===== config.mk =====
export PLATFORM = sky130hd
export DESIGN_NAME = bm_cam_array
export DESIGN_NICKNAME = d
export VERILOG_FILES = /design/src/rtl/bm_cam_array.sv
export SDC_FILE = /design/constraint.sdc
export NUM_CORES = 2
export LEC_CHECK = 0
export CORE_ASPECT_RATIO = 0.6
export CORE_MARGIN = 5
export CORE_UTILIZATION = 49
export CTS_CLUSTER_SIZE = 28
export DETAILED_ROUTE_END_ITERATION = 16
export PLACE_DENSITY = 0.68
export SYNTH_ARGS = -nofsm -noshare
export SYNTH_HDL_FRONTEND = slang
export SYNTH_SLANG_ARGS = --single-unit

===== constraint.sdc =====
create_clock -name clk -period 43.2 [get_ports clk]
set_input_delay 4.32 -clock clk [delete_from_list [all_inputs] [get_ports clk]]
set_output_delay 4.32 -clock clk [all_outputs]
set_load 0.01 [all_outputs]

===== src/rtl/bm_cam_array.sv =====
`default_nettype none
// ============================================================================
//  Module      : bm_cam_array
//  Description : Binary-match CAM. Each entry is a set of 64x1 LUTRAMs, one
//                per 6-bit key slice, plus a valid flag. Searches are single
//                cycle with a registered result; updates sweep all 64
//                addresses of the target entry before committing.
//  Revision    : 1.0 - initial release
// ============================================================================
module bm_cam_array #(
    parameter int KEY_WIDTH = 24,
    parameter int ENTRIES   = 8
) (
    input  logic                       clk,
    input  logic                       rst,
    input  logic                       search_valid,
    input  logic [KEY_WIDTH-1:0]       search_key,
    input  logic                       upd_valid,
    output logic                       upd_ready,
    input  logic [$clog2(ENTRIES)-1:0] upd_idx,
    input  logic [KEY_WIDTH-1:0]       upd_key,
    input  logic                       upd_en,
    output logic                       upd_done,
    output logic                       match_valid,
    output logic [ENTRIES-1:0]         match_vec,
    output logic                       match_hit,
    output logic [$clog2(ENTRIES)-1:0] match_idx
);

    localparam int IDXW   = $clog2(ENTRIES);
    localparam int SLICES = KEY_WIDTH / 6;

    localparam logic [1:0] c_ST_IDLE   = 2'd0;
    localparam logic [1:0] c_ST_SWEEP  = 2'd1;
    localparam logic [1:0] c_ST_COMMIT = 2'd2;
    localparam logic [5:0] c_CNT_LAST  = 6'd63;

    logic [1:0]           r_state;
    logic [1:0]           w_state_next;
    logic                 w_accept;
    logic [5:0]           r_cnt;
    logic [IDXW-1:0]      r_idx;
    logic [KEY_WIDTH-1:0] r_key;
    logic                 r_en;
    logic [ENTRIES-1:0]   r_valid;

    // Slice RAMs: contents are deliberately not reset.
    logic [63:0]          r_ram [ENTRIES][SLICES];

    logic [ENTRIES-1:0]   w_vec;
    logic [IDXW-1:0]      w_idx;
    logic                 r_match_valid;
    logic [ENTRIES-1:0]   r_match_vec;
    logic                 r_match_hit;
    logic [IDXW-1:0]      r_match_idx;

    // Next-state logic of the update engine; requests are only taken in IDLE.
    always_comb begin
        w_state_next = r_state;
        w_accept     = 1'b0;
        case (r_state)
            c_ST_IDLE: begin
                if (upd_valid) begin
                    w_accept     = 1'b1;
                    w_state_next = c_ST_SWEEP;
                end
            end
            c_ST_SWEEP: begin
                if (r_cnt == c_CNT_LAST) begin
                    w_state_next = c_ST_COMMIT;
                end
            end
            c_ST_COMMIT: begin
                w_state_next = c_ST_IDLE;
            end
            default: begin
                w_state_next = c_ST_IDLE;
            end
        endcase
    end

    assign upd_ready = (r_state == c_ST_IDLE);
    assign upd_done  = (r_state == c_ST_COMMIT) && !rst;

    // Update engine state: latch the request, invalidate the entry while its
    // RAM is rewritten, and publish the new valid flag on commit.
    always_ff @(posedge clk) begin
        if (rst) begin
            r_state <= c_ST_IDLE;
            r_cnt   <= 6'd0;
            r_idx   <= '0;
            r_key   <= '0;
            r_en    <= 1'b0;
            r_valid <= '0;
        end else begin
            r_state <= w_state_next;
            if (w_accept) begin
                r_idx            <= upd_idx;
                r_key            <= upd_key;
                r_en             <= upd_en;
                r_cnt            <= 6'd0;
                r_valid[upd_idx] <= 1'b0;
            end else if (r_state == c_ST_SWEEP) begin
                r_cnt <= r_cnt + 6'd1;
            end
            if (r_state == c_ST_COMMIT) begin
                r_valid[r_idx] <= r_en;
            end
        end
    end

    // Sweep write: address cnt of each slice RAM is 1 only where it equals
    // that slice of the key (and only for a write, never for a delete).
    always_ff @(posedge clk) begin
        if (!rst && (r_state == c_ST_SWEEP)) begin
            for (int s = 0; s < SLICES; s++) begin
                r_ram[r_idx][s][r_cnt] <= (r_key[6*s +: 6] == r_cnt) && r_en;
            end
        end
    end

    // Per-entry hit: valid flag ANDed with the addressed bit of every slice.
    always_comb begin
        w_vec = '0;
        for (int e = 0; e < ENTRIES; e++) begin
            w_vec[e] = r_valid[e];
            for (int s = 0; s < SLICES; s++) begin
                w_vec[e] = w_vec[e] & r_ram[e][s][search_key[6*s +: 6]];
            end
        end
    end

    // Priority encoder: lowest-numbered hit wins, 0 when nothing hits.
    always_comb begin
        w_idx = '0;
        for (int e = ENTRIES - 1; e >= 0; e--) begin
            if (w_vec[e]) begin
                w_idx = IDXW'(e);
            end
        end
    end

    // Result register: one-cycle search latency, zeroed when idle.
    always_ff @(posedge clk) begin
        if (rst) begin
            r_match_valid <= 1'b0;
            r_match_vec   <= '0;
            r_match_hit   <= 1'b0;
            r_match_idx   <= '0;
        end else begin
            r_match_valid <= search_valid;
            r_match_vec   <= search_valid ? w_vec : '0;
            r_match_hit   <= search_valid && (|w_vec);
            r_match_idx   <= search_valid ? w_idx : '0;
        end
    end

    assign match_valid = r_match_valid;
    assign match_vec   = r_match_vec;
    assign match_hit   = r_match_hit;
    assign match_idx   = r_match_idx;

endmodule
`default_nettype wire


[Word-level counts from Yosys, hierarchy flattened]
Memory sizes are Yosys's and may differ from the RTL's.
Cells that the tools add are included.
Widths: inputs -> output; s select.
Word-level totals
  flip-flop bits (word level): 57
  bits in latches: 0
  RAM bits: 2048
  memory bits (read-only): 0
  input bits: 56
  word-level logic and storage cells: 175
  memories: 1
Memory list
  r_ram: words 8, width 256, read ports 8, clocked after memory_dff 0, write ports 1, line 48  | logic [63:0] r_ram [ENTRIES][SLICES];
Operators by class
  $add $sub $neg: 1
  multipliers: 0
  divide/modulo/power cells: 0
  magnitude comparators: 10
  eq/ne operators: 9
  shift-type cells: 0
  muxes and demuxes: 88
  bitwise logic cells: 35
  reductions and logical operators: 19
Operators by type and width (number)
  $bmux 1 s6: 32
  $mux 64: 1
  $mux 1: 39
  $lt 6x7->1 const B: 5
  $and 1x1->1: 32
  $eq 6x6->1: 4
  $mux 8: 3
  $mux 3: 4
  $logic_and 1x1->1: 10
  $and 8x8->8: 1
  $bwmux 8: 1
  $lt 3x4->1 const B: 2
  $mux 2: 4
  $not 8->8: 1
  $reduce_or 8->1: 1
  $add 6x1->6 const B: 1
  $demux 1 s3: 2
  $demux 1 s6: 1
  $eq 6x6->1 const B: 1
  $ge 3x1->1 const B: 2
  $ge 6x1->1 const B: 1
  $reduce_or 6->1: 1
  $ne 2x2->1 const B: 2
  $pmux 2 s2: 1
  9 further kinds: 10

[Logic depth before layout (Yosys ltp)]
An unclocked memory read counts as a cell.
  depth after elaboration: 14
  depth in mapped cells: 14
  depth with buffers taken out: 9

[Worst setup path before layout]
Ideal clock, no wire load.
  path kind: reg-to-reg
  start point: register r_cnt[5]
  end point: memory r_ram[0][128] (netlist bit), data pin
  library setup time: 5.404 ns
  arrival: 27.756 ns
  required time: 37.796 ns
  slack: 10.040 ns
  cell stages (with the launch flop): 4
  path through: dfxtp_1 -> clkbuf_1 -> xor2_1 -> nor4_1
Between the ends
  word-level cells in the longest chain between the ends: 2
RTL lines
  from (decl): line 41  | logic [5:0] r_cnt;
  from (signal assigned): line 104  | r_cnt <= r_cnt + 6'd1;
  $eq 6x6->1: line 117  | r_ram[r_idx][s][r_cnt] <= (r_key[6*s +: 6] == r_cnt) && r_en;
  $logic_and 1x1->1: line 117
  to (decl): line 48
Every way passes these cells.

[Final worst setup path]
  start point: input rst
  end point: output upd_done
Between the ends
  word-level cells in the longest chain between the ends: 2
RTL lines
  from (decl): line 15  | input logic rst,
  $logic_not 1->1: line 83  | assign upd_done = (r_state == c_ST_COMMIT) && !rst;
  $logic_and 1x1->1: line 83
  to (decl): line 23  | output logic upd_done,
Every way passes these cells.

==> flow_metrics.py <==
metrics = {
    "power_and_ir_drop": {
        "power_frac_seq": 0.541,
        "combinationalPowerShare": 0.056,
        "vdd_ir_drop_max_uv": 35.9,
        "p_total_w": 0.00413,
        "clock_power_share": 0.403,
        "intPower_w": 0.00322,
        "p_per_area_nw_per_um2": 44.7,
        "netSwitchingFraction": 0.220,
        "p_leak_nw": 29.8,
        "total_switching_power_w": 0.000909,
    },
    "setup_path": {
        "crit-reg2reg-launch": "r_cnt[0]$_SDFFE_PP0N_",
        "worst-setup-path-type": "in2out",
        "cp-startpoint": "rst",
        "timing.critical_path.to_type": "output port",
        "timing.critical_path.required_ns": 38.88,
        "timing.critical_path.from_type": "input pin",
        "cp_max_fo": 47,
        "worst_ep_arrival_time_ns": 5.42,
    },
    "sta": {
        "setup_slack_after_layout_ns": 33.46,
        "fin_crit_sh": 0.225,
        "fin_crit_ns": 9.74,
        "rsz_0062_raised_after_global_routing": "false",
        "slew_violations": 9,
        "max_slew.worst_pin.slew_ns": 1.57,
        "slew-limit-headroom": -0.0538,
        "finClkSkew_ns": 0.0578,
        "final_hold_viol_count": 0,
        "total_negative_slack_for_setup_checks_ns": 0,
        "fmaxAchievable_mhz": 103,
        "final.hold.worst_slack_ns": 0.471,
        "setup_viol": 0,
    },
    "cts": {
        "clock_sink_count": 2105,
        "clockRootBuffer": "sky130_fd_sc_hd__clkbuf_16",
        "register_clock_pin_slew_on_the_reported_worst_setup_and_hold_paths_ns": 0.07,
        "cts_hold_buf": 0,
        "number_of_buffers_on_the_longest_clock_path": 4,
        "ctsHtreeMaxLevel": 4,
        "post_cts_resize_count": 0,
        "cts-buffers-inserted": 189,
        "tritoncts": "built",
        "buffers_inserted_during_post_cts_setup_optimization": 0,
        "clkLatencyLatePin_ns": 0.87,
    },
    "final_layout": {
        "final_nets": 4398,
        "area.growth.synth_to_final_pct": 10.6,
        "layout-drive-gt1-share": 0.208,
    },
    "floorplan": {
        "die_outline_height_um": 330,
        "fp.coreArea_um2": 170000,
        "die_width_um": 543,
        "die_area_um2": 179000,
        "start_util": 0.493,
        "std_cell_rows": 117,
        "ioPinCount": 71,
    },
    "synth": {
        "post_synth_main_area_contributors": "sky130_fd_sc_hd__edfxtp_1 (74%), sky130_fd_sc_hd__mux4_2 (14%), sky130_fd_sc_hd__nor2_1 (2.6%), sky130_fd_sc_hd__dfxtp_1 (1.4%), sky130_fd_sc_hd__mux2i_1 (1.3%)",
        "post-synth-top-count-cell": "sky130_fd_sc_hd__edfxtp_1",
        "synth-edff-count": 2048,
        "yosysSeqAreaShare": 0.750,
        "synth_area_leader_cell": "sky130_fd_sc_hd__edfxtp_1",
        "synthCells": 4241,
        "ys_ff_latch": 2105,
        "dominantRegCellSynth": "sky130_fd_sc_hd__edfxtp_1",
        "synth_async_sr_flop_share": 0,
        "syn_nets": 4298,
        "syn_area_um2": 83600,
        "synth.top_cells.by_count": "sky130_fd_sc_hd__edfxtp_1 (2048), sky130_fd_sc_hd__nor2_1 (570), sky130_fd_sc_hd__mux4_2 (517)",
        "yosysTopAreaCellShare": 0.736,
        "yosys_warnings": 0,
        "syn_avg_cell_area_um2": 19.7,
        "number_of_distinct_library_cells_after_synthesis": 77,
    },
    "flow_run": {
        "maxCapViolations": 1,
    },
    "placement": {
        "dp_worst_setup_slack_ns": 33.46,
        "dpl.hpwl_um": 157000,
        "global_placement_routability_congestion": 0.983,
        "place.port_buffers": 70,
    },
    "detailed_routing": {
        "first_pass_iters": 9,
        "initialDrtViolationCount": 8145,
        "num_vias": 45605,
        "postRouteAntennaNets": 0,
        "topRoutingLayerUsed": "met5",
        "met1_length_um": 97900,
        "routed-wl-met3_um": 42100,
        "drc": 0,
        "wl_um": 253000,
        "wl_per_cell_um": 37.5,
        "detailroute.wirelength.met2_um": 102000,
        "drt-vias-per-instance": 6.75,
    },
    "grt": {
        "grt_antenna_before_repair": 14,
        "grt_pass1_wl_um": 348000,
        "grt_start_max_net_pins": 247,
        "grtUsageTotal": 0.281,
        "global_route.overflow_total": 0,
        "grt_pass1_vias": 42800,
    },
    "outcome": {
        "violations_in_the_final_reports": "capacitance limit, slew limit",
        "outcome": "finished, violations left",
    },
    "min_path": {
        "holdCritStartpoint": "r_key[18]$_SDFFE_PP0P_",
        "min-delay-path-class": "reg2reg",
    },
}
==> metal layers <==
metal	global-route usage	up-vias
met5	0.00610	-
met4	0.0947	12
met3	0.121	607
met2	0.372	3826
met1	0.418	23761
li1	-	17399
==> cell type report <==
cell class / count / area [um^2]
fillers: 12759 / 77100
flip-flops and latches: 2105 / 62600
multi-input cells: 1873 / 19500
clock buffers: 223 / 4940
well taps: 2261 / 2830
repair buffers: 157 / 1470
clock inverters: 111 / 1000
inverters: 15 / 56.3
diodes: 7 / 17.5
==> power by group through the flow <==
stage	Clock [W]	Combinational [W]	Sequential, W
after floorplan	0	0.000127	0.00231
after global placement	0	0.000220	0.00228
after detailed placement	0	0.000223	0.00228
after CTS	0.00167	0.000223	0.00224
after global routing	0.00176	0.000234	0.00224
final	0.00166	0.000231	0.00224
==> flip-flops by register name, summed over array words and instances, names as in the netlist <==
name,count
r_ram,2048
r_key,24
match_vec,8
r_valid,8
r_cnt,6
match_idx,3
r_idx,3
r_state,2
match_hit,1
match_valid,1
r_en,1
==> worst paths after layout <==
check / depth (start not counted) / endpoint / slack [ns]
min: 2 / r_key[18]$_SDFFE_PP0P_ / 0.47
max reg2reg: 4 / r_ram[7][201]$_DFFE_PP_ / 38.73
max: 4 / upd_done / 33.46
min reg2reg: 2 / r_key[18]$_SDFFE_PP0P_ / 0.47
==> critical path, stage by stage <==
cell and delay [ns]:
sky130_fd_sc_hd__buf_2 0.08, sky130_fd_sc_hd__buf_4 0.40, sky130_fd_sc_hd__nor2_1 0.10, sky130_fd_sc_hd__clkdlybuf4s50_1 0.51
==> cells by family (layout without fill, tap and decap cells) <==
family / after synthesis / in the layout / synth area share
flops: 2105 / 2105 / 0.750
simple gates: 947 / 947 / 0.0470
mux: 667 / 667 / 0.163
buf+inv: 263 / 506 / 0.0181
compound gates: 232 / 232 / 0.0196
xor+xnor: 26 / 26 / 0.00273
fa+ha+maj: 1 / 1 / 0.000150
other cells: 0 / 7 / 0
==> cells in the final DEF, fill, tap and decap left out, drive strengths merged, types with 16 or more instances in the layout <==
cell	netlist	final
buf	161	98
clkbuf	86	226
edfxtp	2048	2048
inv	13	16
a22oi	49	49
mux2i	109	109
nor2b	23	23
clkinv	2	88
nor3	18	18
dfxtp	57	57
mux4	544	544
nor2	570	570
clkdlybuf4s50	0	56
bufinv	0	16
nand2	223	223
nand3	31	31
a21oi	66	66
==> per-stage QoR <==
stage | instance area [um^2] | util | instances
6_report | 92400 | 0.545 | 6752
3_3_place_gp | 86500 | 0.510 | 6411
3_5_place_dp | 86500 | 0.510 | 6411
4_1_cts | 92400 | 0.545 | 6745
2_1_floorplan | 83600 | - | 4241
5_1_grt | 92400 | 0.545 | 6746
No activity file was read; power rests on OpenSTA's default activity.
